[src/rtl/fifo_sync_param.sv]
// Parametrised single-clock FIFO with almost-full/empty thresholds, optional
// first-word-fall-through read data, sticky error flags and a drop counter.
module fifo_sync_param #(
  parameter int FIFO_DEPTH = 8,
  parameter int FIFO_WIDTH = 8,
  parameter int AF_THRESH  = 6,
  parameter int AE_THRESH  = 2,
  parameter int FWFT       = 0
) (
  input  logic                          clk,
  input  logic                          rst_,
  input  logic                          fifo_write,
  input  logic [FIFO_WIDTH-1:0]         fifo_data_in,
  input  logic                          fifo_read,
  output logic [FIFO_WIDTH-1:0]         fifo_data_out,
  output logic                          fifo_full,
  output logic                          fifo_empty,
  output logic                          fifo_almost_full,
  output logic                          fifo_almost_empty,
  output logic [$clog2(FIFO_DEPTH):0]   fifo_cnt,
  input  logic                          clr_err,
  output logic                          fifo_overflow,
  output logic                          fifo_underflow,
  output logic [7:0]                    fifo_drop_cnt
);

  localparam int AW = $clog2(FIFO_DEPTH);
  localparam int CW = AW + 1;

  logic [FIFO_WIDTH-1:0] mem [FIFO_DEPTH];
  logic [AW-1:0]         wr_ptr, rd_ptr;
  logic [CW-1:0]         cnt;
  logic                  rd_acc, wr_acc, ovf_set, unf_set;

  assign fifo_cnt          = cnt;
  assign fifo_full         = (cnt == CW'(FIFO_DEPTH));
  assign fifo_empty        = (cnt == '0);
  assign fifo_almost_full  = (cnt >= CW'(AF_THRESH));
  assign fifo_almost_empty = (cnt <= CW'(AE_THRESH));

  // A read frees a slot in the same cycle, so a full FIFO still takes a write.
  assign rd_acc  = fifo_read & ~fifo_empty;
  assign wr_acc  = fifo_write & (~fifo_full | rd_acc);
  assign ovf_set = fifo_write & ~wr_acc;
  assign unf_set = fifo_read & fifo_empty;

  always_ff @(posedge clk or negedge rst_) begin
    if (!rst_) begin
      wr_ptr <= '0;
      rd_ptr <= '0;
      cnt    <= '0;
    end else begin
      if (wr_acc) wr_ptr <= wr_ptr + AW'(1);
      if (rd_acc) rd_ptr <= rd_ptr + AW'(1);
      case ({wr_acc, rd_acc})
        2'b10:   cnt <= cnt + CW'(1);
        2'b01:   cnt <= cnt - CW'(1);
        default: cnt <= cnt;
      endcase
    end
  end

  // Storage is deliberately left out of reset.
  always_ff @(posedge clk) begin
    if (wr_acc) mem[wr_ptr] <= fifo_data_in;
  end

  // Sticky errors: a new rejection outranks a same-cycle clear.
  always_ff @(posedge clk or negedge rst_) begin
    if (!rst_) begin
      fifo_overflow  <= 1'b0;
      fifo_underflow <= 1'b0;
      fifo_drop_cnt  <= 8'd0;
    end else begin
      fifo_overflow  <= ovf_set | (fifo_overflow  & ~clr_err);
      fifo_underflow <= unf_set | (fifo_underflow & ~clr_err);
      if (ovf_set) begin
        if (clr_err)                     fifo_drop_cnt <= 8'd1;
        else if (fifo_drop_cnt != 8'hFF) fifo_drop_cnt <= fifo_drop_cnt + 8'd1;
      end else if (clr_err) begin
        fifo_drop_cnt <= 8'd0;
      end
    end
  end

  generate
    if (FWFT != 0) begin : g_fwft
      assign fifo_data_out = mem[rd_ptr];
    end else begin : g_reg
      always_ff @(posedge clk or negedge rst_) begin
        if (!rst_)       fifo_data_out <= '0;
        else if (rd_acc) fifo_data_out <= mem[rd_ptr];
      end
    end
  endgenerate

endmodule

[config.mk]
export PLATFORM = sky130hd
export DESIGN_NAME = fifo_sync_param
export DESIGN_NICKNAME = d
export VERILOG_FILES = /design/src/rtl/fifo_sync_param.sv
export SDC_FILE = /design/constraint.sdc
export NUM_CORES = 1
export LEC_CHECK = 0
export BUFFER_PORTS_ARGS = -buffer_cell sky130_fd_sc_hd__clkbuf_2
export CAP_MARGIN = 20
export CORE_MARGIN = 2
export CORE_UTILIZATION = 40
export DETAILED_ROUTE_END_ITERATION = 16
export SLEW_MARGIN = 30
export SYNTH_ARGS = -nofsm -noshare
export SYNTH_HDL_FRONTEND = slang
export SYNTH_SLANG_ARGS = --single-unit
[constraint.sdc]
create_clock -name clk -period 3.16 [get_ports clk]
set_input_delay 0.158 -clock clk [delete_from_list [all_inputs] [get_ports clk]]
set_output_delay 0.158 -clock clk [all_outputs]
set_load 0.01 [all_outputs]
### Yosys cells after proc, flatten, opt, wreduce, memory -nomap -nowiden

Memories as Yosys holds them, arrays and structs flattened. A register that Yosys moved wholly into a read port is not among the register bits.
Index checks and enable logic that the tools add are counted.

| operators by class | value |
|---|---|
| muxes and demuxes | 7 |
| divide/modulo/power cells | 0 |
| add/sub/neg operators | 5 |
| order comparisons | 2 |
| equality and inequality tests | 4 |
| reduce and logical (&&, ||, !) cells | 6 |
| bitwise logic cells | 13 |
| shifts and indexed selects | 0 |
| multipliers | 0 |

Operator list:

| kind | number |
|---|---|
| two-way mux 8 bit | 4 |
| adder 8 x 1 -> 8 bit, second input constant | 1 |
| inequality test 8 bit, second input constant | 1 |
| case mux 4 bit (2 select lines) | 1 |
| adder 3 x 1 -> 3 bit, second input constant | 2 |
| bitwise AND 1 bit | 6 |
| nonzero test 2 bit | 3 |
| adder 4 x 1 -> 4 bit, second input constant | 1 |
| == test 4 bit, second input constant | 1 |
| >= comparator 4 x 3 -> 1 bit, second input constant | 1 |
| less-or-equal comparator 4 x 2 -> 1 bit, second input constant | 1 |
| zero test 4 bit | 1 |
| NOT 1 bit | 4 |
| subtractor 4 x 1 -> 4 bit, second input constant | 1 |
| bitwise OR 1 bit | 3 |
| == test 2 x 1 -> 1 bit, second input constant | 1 |
| == test 2 bit, second input constant | 1 |
| two-way mux 1 bit | 2 |
| AND reduction 2 bit | 1 |
| zero test 1 bit | 1 |

| storage, ports and cells | value |
|---|---|
| bits in latches | 0 |
| memory bits (writable) | 64 |
| output and inout port bits | 26 |
| flip-flop bits (word level) | 20 |
| bits in read-only memories | 0 |
| word-level logic and storage cells | 44 |
| input port bits | 13 |
| memories | 1 |

Memory list:

| memory | words | bits a word | read ports | clocked after memory_dff | write ports | line | RTL |
|---|---|---|---|---|---|---|---|
| mem | 8 | 8 | 1 | 1 | 1 | 30 | `logic [FIFO_WIDTH-1:0] mem [FIFO_DEPTH];` |

### Longest topological paths before layout

Gate-level depths: netlist of run 1.

| logic depth | value |
|---|---|
| depth after elaboration | 9 |
| gate-level depth with buffers | 12 |
| depth with buffers taken out | 10 |

### Worst setup path after synthesis of run 1

Ideal clock, no wire load.

| timing path | value |
|---|---|
| path type | register -> register |
| from | register cnt[2], in the netlist fifo_cnt[2] |
| to | register cnt[2], in the netlist fifo_cnt[2] |
| data arrival time | 2.687 ns |
| slack | 0.341 ns |
| period minus slack after synthesis | 2.819 ns |
| stages on the path, launching flop included | 13 |
| setup time | 0.133 ns |
| data required time | 3.027 ns |
| cells stage by stage | dfrtp_1 > clkbuf_1 > nor4_1 > nand2b_1 > clkbuf_1 > inv_1 > ha_1 > xor2_1 > ha_1 > a21oi_1 > xor2_1 > nor2_1 > xor2_1 |

| on the way | value |
|---|---|
| cells in the longest elaborated chain, start to end | 7 |
| elaborated cells on any way between the ends | 13 |
| those cells by class | add/sub (2); eq/ne (3); mux (1); bitwise (5); reduce/logical (2) |

RTL lines:

| item | line | RTL |
|---|---|---|
| start, declared | 32 | `logic [CW-1:0] cnt;` |
| start signal, assigned | 56 | `2'b10: cnt <= cnt + CW'(1);` |
| start signal, assigned | 57 | `2'b01: cnt <= cnt - CW'(1);` |
| start signal, assigned | 58 | `default: cnt <= cnt;` |
| zero test 4 bit (*) | 37 | `assign fifo_empty = (cnt == '0);` |
| named net fifo_empty | 17 | `output logic fifo_empty,` |
| NOT 1 bit (*) | 42 | `assign rd_acc = fifo_read & ~fifo_empty;` |
| bitwise AND 1 bit (*) | 42 |  |
| named net rd_acc | 33 | `logic rd_acc, wr_acc, ovf_set, unf_set;` |
| bitwise OR 1 bit | 43 | `assign wr_acc = fifo_write & (~fifo_full \| rd_acc);` |
| bitwise AND 1 bit | 43 |  |
| == test 2 x 1 -> 1 bit or == test 2 bit (tied branches) | 55 | `case ({wr_acc, rd_acc})` |
| case mux 4 bit (2 select lines) or nonzero test 2 bit (tied branches) | -- |  |

The timed path passes the listed nets; every way through them passes the cells marked *.
A chain may end at the register's enable or synchronous reset.

### Worst setup path in the final report of run 1

| timing path | value |
|---|---|
| from | register cnt[1], in the netlist fifo_cnt[1] |
| to | register cnt[2], in the netlist fifo_cnt[2] |

| on the way | value |
|---|---|
| cells in the longest elaborated chain, start to end | 7 |
| elaborated cells on any way between the ends | 13 |
| those cells by class | add/sub (2); eq/ne (3); mux (1); bitwise (5); reduce/logical (2) |

RTL lines:

| item | line |
|---|---|
| zero test 4 bit | 37 |
| NOT 1 bit | 42 |
| bitwise AND 1 bit | 42 |
| bitwise OR 1 bit | 43 |
| bitwise AND 1 bit | 43 |
| == test 2 x 1 -> 1 bit or == test 2 bit (tied branches) | 55 |
| case mux 4 bit (2 select lines) or nonzero test 2 bit (tied branches) | -- |

Parallel ways exist; a longest one is shown, timed or not.

==> results of run 1 <==
==> power groups by stage <==
stage | combinational [mW] | sequential [mW] | clock, mW
finish | 0.947 | 1.79 | 0.816
detailed placement | 0.963 | 1.83 | 0
global route | 1.05 | 1.83 | 0.888
global placement | 0.953 | 1.82 | 0
CTS | 0.969 | 1.80 | 0.840
floorplan | 0.745 | 1.69 | 0
==> cells in the final DEF, fill, tap and decap left out, drive strengths merged, types with 8 or more instances in the layout <==
master and n:
mux2i 9, edfxtp 64, mux4 16, clkbuf 47
nor2 8, dfrtp 28, nand2 22, o21ai 12
buf 11, inv 8, a21oi 8
==> flip-flops by register name, indices dropped and copies added, names as in the netlist <==
| name | flops |
|---|---|
| fifo_data_out | 8 |
| wr_ptr | 3 |
| fifo_underflow | 1 |
| fifo_overflow | 1 |
| rd_ptr | 3 |
| fifo_drop_cnt | 8 |
| fifo_cnt | 4 |
| mem | 64 |
==> logic make-up (layout without fill, tap and decap cells) <==
| group | count (synthesis) | after routing |
|---|---|---|
| flops | 92 | 92 |
| simple gates | 55 | 55 |
| compound gates | 32 | 32 |
| mux | 26 | 26 |
| buf+inv | 16 | 71 |
| xor+xnor | 8 | 8 |
| fa+ha+maj | 6 | 6 |
==> worst max-delay path, stage by stage (launching register included) <==
cell and delay (ns):
dfrtp_1 0.50, or4b_4 0.60, o21a_1 0.24, inv_1 0.13, ha_1 0.28, xor2_1 0.10
ha_1 0.18, a21oi_1 0.14, xor2_1 0.15, nor2_1 0.06, xor2_1 0.14
==> routing by layer <==
| layer | part of all wire [%] | routed length [um] | up-vias | GRT usage [%] |
|---|---|---|---|---|
| met5 | 0 | 0 | - | 0 |
| met1 | 45 | 3130 | 1056 | 20.0 |
| met3 | 4.7 | 325 | 6 | 2.90 |
| met2 | 49 | 3350 | 57 | 23.1 |
| met4 | 1.1 | 73 | 0 | 5.82 |
| li1 | - | - | 997 | - |
==> path summary, 6_finish.rpt <==
path	from	endpoint	slack, ns	cells after the start
worst max-delay path	fifo_cnt[1]	fifo_cnt[2]	0.52	10
worst min register to register	fifo_data_out[6]	fifo_data_out[6]	0.49	2
worst min-delay path	fifo_read	fifo_underflow	0.07	2
min in group asynchronous	rst_	fifo_cnt[3]	0.38	2
max in group asynchronous	rst_	fifo_data_out[0]	2.34	2
worst max register to register	fifo_cnt[1]	fifo_cnt[2]	0.52	10
==> through the flow <==
step	hold WS, ns	utilization [%]
3_3_place_gp	0.243	45.1
5_1_grt	0.0594	47.5
4_1_cts	0.0519	47.5
6_report	0.0702	47.5
3_5_place_dp	0.245	45.1
2_1_floorplan	-0.138	-
==> area by class of cell <==
type | count | share of cell area [%]
Timing Repair Buffer | 50 | 6.45
Tap cell | 129 | 3.68
Clock inverter | 7 | 1.83
Sequential cell | 92 | 59.8
Inverter | 5 | 0.542
Clock buffer | 9 | 2.82
Multi-Input combinational cell | 127 | 24.9
==> timing repair <==
action | 4_1_cts | 5_1_grt
endpoints found under the hold margin | 28 | 0
hold buffers | 1 | 0
setup buffers | 0 | 0
==> out/metrics.cfg, run 1 <==
[global_route]
grt_max_degree = 29
gr-total-overflow = 0
antenna_found_initial = 0
grt_pass1_wl_um = 11000
grt_pass1_vias = 2029
track_usage_pct = 14.6

[setup_path]
path_max_fanout = 10
crit_arrival_ns = 2.88
end_kind = flip-flop
criticalPathCategory = flip-flop to flip-flop
crit_required_ns = 3.40
startpoint_type = flip-flop

[clock_network]
cts_made_buffers = 9
clock_path_buffers = 2
cts_root_buf = clkbuf_8
clk_pin_slew_ns = 0.10
post_cts_resize_count = 0
clkLatencyLatePin_ns = 0.35
clkSinkCount = 92
cts_tree = built
h-tree-depth = 3

[logic_synthesis]
syn-num-nets = 254
synthTopCellsByCount = edfxtp_1 (64), dfrtp_1 (28), nand2_1 (22), mux4_2 (16), o21ai_0 (12)
synth-compound-area-share_pct = 5.47
async_reset_ff_share_pct = 30.4
synth_top_family_by_area = multiplexers
synth.most_common_cell = edfxtp_1
synthCells = 235
synth_warnings = 0
synth_top_area_share_pct = 50.7
synth-seq-cells = 92
synth-main-ff-cell = edfxtp_1
synth_edf_count = 64
synth_xor_area_share_pct = 1.85
synthMuxAreaShare_pct = 12.2
synth_area_leaders = edfxtp_1 (51%), dfrtp_1 (18%), mux4_2 (9.5%), mux2i_1 (2.4%), nand2_1 (2.2%)
synthAdderAreaFrac_pct = 1.98
synth.distinct_cells = 39
syn-cell-area_mm2 = 0.00379
post_synth.cell_area_avg_um2 = 16.1
ys_seq_area_share_pct = 69.1
synth-simple-area-share_pct = 7.29
synth_top_area_cell = edfxtp_1

[detailed_routing]
final_antenna_net_count = 0
drcViolationCount = 0
via_count = 2116
drt_iter0_drc = 58
wire_per_inst_um = 16.4
via_per_inst = 5.05
drt_wl_total_um = 6880
dr.pass1.iters = 4

[floorplan]
num_rows = 35
dieArea_mm2 = 0.0103
ios = 39
core_mm2 = 0.00924
die_w_um = 101
die_h_um = 101
initial_core_util_pct = 41.1

[power_and_ir_drop]
cellPowerDensity_mw_per_mm2 = 811
ir_worst_vdd_v = 0.000260
pwr-share-clk_pct = 23.0
intPower_mw = 2.42
switching_share_pct = 32.1
p_sw_mw = 1.14
p_comb_share_pct = 26.6
leakagePower_nw = 1.67
p_total_mw = 3.56
power_frac_seq_pct = 50.4

[layout]
multiInputGateArea_mm2 = 0.00109
antenna_cells = 0
layout-drive-gt1-share_pct = 29.3
finish.instance_area_mm2 = 0.00439
fin_cells = 419
final_nets = 304
fillCellCount = 795
seq_area_mm2 = 0.00262
synthToLayoutAreaGrowth_pct = 15.6

[sta]
period_needed_ns = 2.64
slew_headroom_pct = 43.8
min_period_over_period_pct = 83.5
worst_slack_ns = 0.521
finalMaxSlewViolations = 0
skew_ns = 0.00998
tns_ns = 0
hold_viol_final = 0
rsz0062_at_grt = no
finalSetupViolations = 0
worst-slew-pin-transition_ns = 0.843
clock.fmax_mhz = 379

[place]
dp.cells = 402
gp_congestion = 0.743
dpl_cell_area_mm2 = 0.00417
port_buffers = 38
dpl.hpwl_um = 4440
pre_cts_slack_ns = 0.524

[outcome]
outcome = completed

[min_path]
hp-class = input pin to flip-flop

[job]
drv_cap = 0

(Power assumes the default switching activity.)
==> run 2, diff against run 1 <==
--- a/config.mk
+++ b/config.mk
@@ -5,6 +5,7 @@
 export SDC_FILE = /design/constraint.sdc
 export NUM_CORES = 1
 export LEC_CHECK = 0
+export ABC_AREA = 1
 export BUFFER_PORTS_ARGS = -buffer_cell sky130_fd_sc_hd__clkbuf_2
 export CAP_MARGIN = 20
 export CORE_MARGIN = 2
==> constraint.sdc (replaced) <==
create_clock -name clk -period 2.2 [get_ports clk]
set_input_delay 0.11 -clock clk [delete_from_list [all_inputs] [get_ports clk]]
set_output_delay 0.11 -clock clk [all_outputs]
set_load 0.01 [all_outputs]
==> run 2 against run 1 <==
Clock power rose by 35%. Via count rose by 33%. Register-to-register slack got worse by 0.30 ns. Critical endpoint unchanged. Critical path type unchanged. Critical path depth rose by 1. First-iteration DRC count rose to 2.9 times the previous value. Highest routed layer unchanged.
==> out/metrics.cfg, run 2 <==
[setup_path]
end_kind = flip-flop
path_cells = nor2_2 -> nand2_2 -> nand2_4 -> inv_4 -> ha_1 -> nor2_1 -> nor2_1 -> ha_1 -> a21oi_1 -> xor2_1 -> o21ai_0
cp_top_family = simple AND/OR/NAND/NOR gates
crit_arrival_ns = 2.23  ; -0.65 ns
r2r_cells = 11  ; +1
path_max_fanout = 10  ; unchanged
reg2reg_from = fifo_cnt[2]
criticalPathCategory = flip-flop to flip-flop
cpMaxStageDelayCell = dfrtp_2
crit_required_ns = 2.45  ; -0.95 ns
r2r_slack_ns = 0.22  ; -0.30 ns
path_buf_inv = 1  ; unchanged
reg2reg_to = fifo_cnt[2]
startpoint_type = flip-flop
worst_path_largest_cell_delay_ns = 0.49  ; -0.11 ns

[floorplan]
die_w_um = 104  ; +2.9%
ios = 39  ; unchanged
num_rows = 36  ; +2.9%
core_mm2 = 0.00977  ; +5.8%
dieArea_mm2 = 0.0109  ; +5.9%
initial_core_util_pct = 41.2  ; +0.15 points
die_h_um = 104  ; +2.9%

[logic_synthesis]
synth-compound-area-share_pct = 5.28  ; -0.19 points
synth-main-ff-cell = edfxtp_1
synth_top_family_by_area = simple AND/OR/NAND/NOR gates
synth_edf_count = 64  ; unchanged
synthTopCellsByCount = nor2_1 (79), nand2_1 (73), edfxtp_1 (64), o21ai_0 (38), nand3_1 (32)
async_reset_ff_share_pct = 30.4  ; unchanged
synth_warnings = 0  ; unchanged
synthMuxAreaShare_pct = 0  ; -12 points
syn-num-nets = 405  ; +59%
synthCells = 386  ; +64%
synth-seq-cells = 92  ; unchanged
ys_seq_area_share_pct = 65.1  ; -4.0 points
syn-cell-area_mm2 = 0.00403  ; +6.2%
synth_top_area_cell = edfxtp_1
synth-simple-area-share_pct = 22.1  ; +15 points
post_synth.cell_area_avg_um2 = 10.4  ; -35%
synth_xor_area_share_pct = 1.52  ; -0.32 points
synth.distinct_cells = 32  ; -18%
synth_top_area_share_pct = 47.7  ; -2.9 points
synth_area_leaders = edfxtp_1 (48%), dfrtp_1 (17%), nor2_1 (7.4%), nand2_1 (6.8%), o21ai_0 (4.7%)
synthAdderAreaFrac_pct = 1.86  ; -0.11 points
synth.most_common_cell = nor2_1

[clock_network]
h-tree-depth = 3  ; unchanged
cts_root_buf = clkbuf_8
clk_pin_slew_ns = 0.10  ; about the same
clkLatencyLatePin_ns = 0.36  ; about the same
clock_path_buffers = 2  ; unchanged
clkSinkCount = 92  ; unchanged
cts_made_buffers = 9  ; unchanged
cts_tree = built

[sta]
rsz0062_at_grt = no
worst-slew-pin-transition_ns = 0.884  ; +0.0404 ns
slew_headroom_pct = 41.0  ; -2.8 points
min_period_over_period_pct = 90.0  ; +6.5 points
clock.fmax_mhz = 505  ; +33%
period_needed_ns = 1.98  ; -0.659 ns
finalSetupViolations = 0  ; unchanged
hold_viol_final = 0  ; unchanged
finalMaxSlewViolations = 0  ; unchanged
tns_ns = 0  ; unchanged
skew_ns = 0.0139  ; +0.00396 ns

[job]
drv_cap = 0  ; unchanged

[place]
dpl_cell_area_mm2 = 0.00441  ; +5.8%
port_buffers = 38  ; unchanged
gp_congestion = 0.816  ; +9.8%
dpl.hpwl_um = 5490  ; +24%
dp.cells = 558  ; +39%

[min_path]
holdCritStartpoint = fifo_data_in[3]
whs_endpoint = mem[6][3]
min_path_cells = 1  ; -1
hp-class = input pin to flip-flop

[power_and_ir_drop]
cellPowerDensity_mw_per_mm2 = 1190  ; +47%
p_total_mw = 5.51  ; +55%
p_comb_share_pct = 36.3  ; +9.7 points
power_frac_seq_pct = 43.7  ; -6.7 points
p_sw_mw = 2.11  ; +85%
intPower_mw = 3.40  ; +41%
ir_worst_vdd_v = 0.000360  ; +39%
switching_share_pct = 38.3  ; +6.2 points
pwr-share-clk_pct = 20.0  ; -3.0 points
leakagePower_nw = 1.96  ; +17%

[layout]
fin_cells = 577  ; +38%
fin_util_pct = 47.5  ; about the same
final_nets = 458  ; +51%
antenna_cells = 0  ; unchanged
final_common_cell = nor2_1
synthToLayoutAreaGrowth_pct = 15.2
finish.instance_area_mm2 = 0.00464  ; +5.8%
biggestRegsByFlops = mem: 64 flops, fifo_data_out: 8 flops, fifo_drop_cnt: 8 flops
largest_reg_flops = 64  ; unchanged
final_cell_mix = nor2_1 (79), nand2_1 (73), edfxtp_1 (64)
layout-drive-gt1-share_pct = 19.1  ; -10 points
regMostFlops = mem

[detailed_routing]
drt_wl_total_um = 8520  ; +24%
dr.pass1.iters = 5  ; +1
final_antenna_net_count = 0  ; unchanged
drt_iter0_drc = 166  ; +190%
via_per_inst = 4.89  ; -3.2%
wire_per_inst_um = 14.8  ; -10%
via_count = 2821  ; +33%
drcViolationCount = 0  ; unchanged

[global_route]
track_usage_pct = 16.7  ; +2.1 points
grt_pass1_vias = 2679  ; +32%
antenna_found_initial = 0  ; unchanged
gr-total-overflow = 0  ; unchanged
grt_pass1_wl_um = 14000  ; +28%
grt_max_degree = 34  ; +17%

[outcome]
outcome = completed

-- run 2: worst max path at each step --
stage | start | to | slack [ns] | depth (start not counted)
finish | fifo_cnt[2] | fifo_cnt[2] | 0.22 | 11
detailed placement | fifo_cnt[1] | fifo_cnt[2] | 0.19 | 12
floorplan | fifo_cnt[1] | fifo_cnt[2] | 0.17 | 12
CTS | fifo_cnt[1] | fifo_cnt[2] | 0.17 | 12
global route | fifo_cnt[2] | fifo_cnt[2] | 0.007 | 12
global placement | fifo_cnt[1] | fifo_cnt[2] | 0.24 | 12
-- run 2: cell families (layout without fill, tap and decap cells) --
kind of cell    count (synthesis)  in the layout
xor+xnor                        7              7
flops                          92             92
fa+ha+maj                       6              6
compound gates                 42             42
buf+inv                        37             95
simple gates                  202            202
-- run 2: metrics by stage --
| step | worst slack, ns | hold slack (ns) |
|---|---|---|
| 6_report | 0.221 | 0.0277 |
| 5_1_grt | 0.00666 | 0.0231 |
| 4_1_cts | 0.171 | 0.0158 |
| 3_5_place_dp | 0.191 | 0.185 |
| 3_3_place_gp | 0.243 | 0.193 |
| 2_1_floorplan | 0.173 | -0.186 |
-- run 2: power groups by stage --
stage / Combinational [mW] / Sequential, mW / Clock (mW)
2_1_floorplan: 1.31 / 2.47 / 0
3_3_place_gp: 1.96 / 2.43 / 0
3_5_place_dp: 1.98 / 2.45 / 0
4_1_cts: 2.00 / 2.41 / 1.13
5_1_grt: 2.29 / 2.45 / 1.21
6_report: 2.00 / 2.41 / 1.10
-- run 2: final cells by class --
class                      count  area, um2
tap                          133        166
clock inverter                 5       42.5
multi-input combinational    257       1240
inverter                      25       96.3
sequential                    92       2630
clock buffer                  11        153
timing repair buffer          54        313
fill                         913       5140
-- run 2: worst reg2reg max path, stage by stage, from the launching register on --
cell	delay, ns
dfrtp_2	0.49
nor2_2	0.16
nand2_2	0.10
nand2_4	0.14
inv_4	0.04
ha_1	0.23
nor2_1	0.09
nor2_1	0.06
ha_1	0.17
a21oi_1	0.16
xor2_1	0.15
o21ai_0	0.08
-- run 2: layer usage --
layer	up-vias	track usage, %	part of all wire (%)
met5	-	0	0
met4	0	6.08	1.1
met3	7	3.76	5.4
met2	73	26.7	47
met1	1345	22.5	46
li1	1396	-	-
-- run 2: timing repair --
item	in CTS	in global routing
buffers inserted	0	2
hold buffers	1	0
endpoints found under the hold margin	28	0
setup endpoints to repair	0	1
resized for setup	0	3
==> run 3, diff against run 2 <==
--- a/config.mk
+++ b/config.mk
@@ -11,6 +11,7 @@
 export CORE_MARGIN = 2
 export CORE_UTILIZATION = 40
 export DETAILED_ROUTE_END_ITERATION = 16
+export MAX_ROUTING_LAYER = met4
 export SLEW_MARGIN = 30
 export SYNTH_ARGS = -nofsm -noshare
 export SYNTH_HDL_FRONTEND = slang
==> constraint.sdc (replaced) <==
create_clock -name clk -period 1.61 [get_ports clk]
set_input_delay 0.0805 -clock clk [delete_from_list [all_inputs] [get_ports clk]]
set_output_delay 0.0805 -clock clk [all_outputs]
set_load 0.01 [all_outputs]
==> run 3 against run 2 <==
The flow now finishes with violations (setup timing). Global-route usage shrank 0.45 points. Count of clock-buffer cells in the layout shrank 2. Final cell count grew 2.4%. Flip-flop and latch count is the same. Wire length shrank 5.0%. Clock power grew 55%. Register-to-register slack lost 0.34 ns. Via count grew 0.78%. Sequential share of layout area shrank 3.8 points. Setup slack lost 0.34 ns. Fmax grew 14%. Critical endpoint unchanged. Largest cell class unchanged.
==> out/metrics.cfg, run 3 (synthesized netlist as in run 2, its figures left out) <==
[global_route]
gr-total-overflow = 0  ; unchanged
track_usage_pct = 16.3  ; -0.45 points
grt_max_degree = 34  ; unchanged
antenna_found_initial = 0  ; unchanged
grt_pass1_vias = 2802  ; +4.6%
grt_pass1_wl_um = 13500  ; -3.8%

[outcome]
outcome = complete, but fails checks
violations = setup timing

[layout]
final_cell_mix = nand2_1 (70), nor2_1 (69), edfxtp_1 (64)
final_common_cell = nand2_1
layout-drive-gt1-share_pct = 26.9  ; +7.7 points
fin_cells = 591  ; +2.4%
biggestRegsByFlops = mem: 64 flops, fifo_data_out: 8 flops, fifo_drop_cnt: 8 flops
antenna_cells = 0  ; unchanged
regMostFlops = mem
final_nets = 472  ; +3.1%
largest_reg_flops = 64  ; unchanged
synthToLayoutAreaGrowth_pct = 23.5

[clock_network]
cts_tree = built
clock_path_buffers = 2  ; unchanged
clk_pin_slew_ns = 0.10  ; about the same
clkSinkCount = 92  ; unchanged
h-tree-depth = 3  ; unchanged
cts_root_buf = clkbuf_8
clkLatencyLatePin_ns = 0.37  ; about the same
cts_made_buffers = 9  ; unchanged

[sta]
min_period_over_period_pct = 108  ; +18 points
clock.fmax_mhz = 577  ; +14%
finalSetupViolations = 35  ; +35
hold_viol_final = 0  ; unchanged
worst_slack_ns = -0.124  ; -0.344 ns
period_needed_ns = 1.73  ; -0.246 ns
finalMaxSlewViolations = 0  ; unchanged
worst-slew-pin-transition_ns = 0.368  ; -0.516 ns
slew_headroom_pct = 75.5  ; +34 points
fin_hold_ws_ns = 0.00575  ; -0.0220 ns
rsz0062_at_grt = yes
skew_ns = 0.0143  ; +0.000399 ns

[detailed_routing]
final_antenna_net_count = 0  ; unchanged
dr.pass1.iters = 5  ; unchanged
drt_wl_total_um = 8100  ; -5.0%
drt_iter0_drc = 142  ; -14%
via_per_inst = 4.81  ; -1.6%
wire_per_inst_um = 13.7  ; -7.2%
via_count = 2843  ; +0.78%
drcViolationCount = 0  ; unchanged

[power_and_ir_drop]
ir_worst_vdd_v = 0.000530  ; +47%
intPower_mw = 5.07  ; +49%
pwr-share-clk_pct = 20.9  ; +0.9 points
leakagePower_nw = 2.07  ; +5.5%
p_comb_share_pct = 39.3  ; +3.0 points
power_frac_seq_pct = 39.8  ; -3.9 points
switching_share_pct = 38.2  ; -0.11 points
cellPowerDensity_mw_per_mm2 = 1650  ; +39%
p_sw_mw = 3.13  ; +48%

[floorplan]
die_w_um = 104  ; unchanged
initial_core_util_pct = 41.2  ; unchanged
die_h_um = 104  ; unchanged
ios = 39  ; unchanged
num_rows = 36  ; unchanged
dieArea_mm2 = 0.0109  ; unchanged
core_mm2 = 0.00977  ; unchanged

[place]
port_buffers = 38  ; unchanged
dp.cells = 565  ; +1.3%
gp_congestion = 0.825  ; +1.2%
dpl.hpwl_um = 5430  ; -1.1%

[min_path]
hp-class = input pin to flip-flop

[setup_path]
path_max_fanout = 4  ; -6
criticalPathCategory = flip-flop to flip-flop
crit_arrival_ns = 2.04  ; -0.19 ns
crit_required_ns = 1.91  ; -0.54 ns
end_kind = flip-flop
startpoint_type = flip-flop

[job]
drv_cap = 0  ; unchanged

run 3: cell types whose count changed in the layout (fill, tap and decap cells not counted), moves of 3 or more:
| cell | delta |
|---|---|
| nor2_1 | -10 |
| inv_1 | -3 |
| ha_1 | -4 |
| buf_4 | +7 |
| ha_4 | +3 |
| nor2_4 | +9 |
| nand2_1 | -3 |
| buf_12 | +3 |
| buf_6 | +3 |
run 3: worst max-delay path, cell delays in order (launching register included):
cell     delay (ns)
dfrtp_2        0.44
nor2_4         0.16
nand2_2        0.10
nand2_4        0.07
inv_4          0.04
ha_4           0.17
nand2_2        0.07
inv_2          0.04
nor2_2         0.13
ha_4           0.15
a21oi_2        0.03
xor2_1         0.16
o21ai_1        0.11
run 3: stage by stage:
| stage | TNS [ns] | total power [mW] | setup slack [ns] | cell area (um2) | util (%) |
|---|---|---|---|---|---|
| global placement | -4.14 | 6.25 | -0.0948 | 4570 | 46.8 |
| CTS | -2.52 | 8.20 | -0.100 | 4930 | 50.4 |
| finish | -1.84 | 8.20 | -0.124 | 4970 | 50.9 |
| floorplan | -1.55 | 5.27 | -0.318 | 4100 | - |
| global route | -4.56 | 8.81 | -0.208 | 4970 | 50.9 |
| detailed placement | -6.11 | 6.31 | -0.152 | 4570 | 46.8 |
run 3: final timing paths:
check,from,cells after the start,end,slack (ns)
setup reg to reg,fifo_cnt[0],12,fifo_cnt[2],-0.12
setup / recovery,fifo_cnt[0],12,fifo_cnt[2],-0.12
min in group asynchronous,rst_,3,fifo_underflow,0.24
hold / removal,fifo_data_in[6],1,mem[0][6],0.006
max in group asynchronous,rst_,3,fifo_cnt[2],1.08
hold reg to reg,fifo_data_out[3],2,fifo_data_out[3],0.50
run 3: cell type report:
class                   instances  area [um2]
flip-flops and latches         92        2630
well taps                     133         166
fillers                       882        4800
multi-input cells             257        1390
inverters                      25        98.8
clock buffers                   9         124
repair buffers                 68         469
clock inverters                 7         103
run 3: metal layers:
layer  part of all wire (%)  up-vias  wire length, um  global-route usage [%]
li1                       -     1427                -                       -
met1                     46     1328             3720                    20.3
met2                     48       76             3880                    25.8
met3                    4.4       12              357                    3.95
met4                    1.8        0              143                    6.08
met5                      0        -                0                       -
run 3: timing repair:
| action | CTS | global route |
|---|---|---|
| gates cloned | 0 | 0 |
| pin swaps | 13 | 9 |
| setup buffers | 4 | 4 |
| hold buffers | 2 | 0 |
| endpoints found under the setup margin | 68 | 63 |
| endpoints found under the hold margin | 34 | 0 |
| gates resized for setup | 18 | 7 |
run 3: power groups by stage:
stage / Combinational (mW) / Clock [mW] / Sequential (mW)
final: 3.23 / 1.71 / 3.26
after global routing: 3.65 / 1.84 / 3.32
after CTS: 3.20 / 1.74 / 3.26
after detailed placement: 3.01 / 0 / 3.30
after global placement: 2.96 / 0 / 3.29
after floorplan: 1.89 / 0 / 3.38
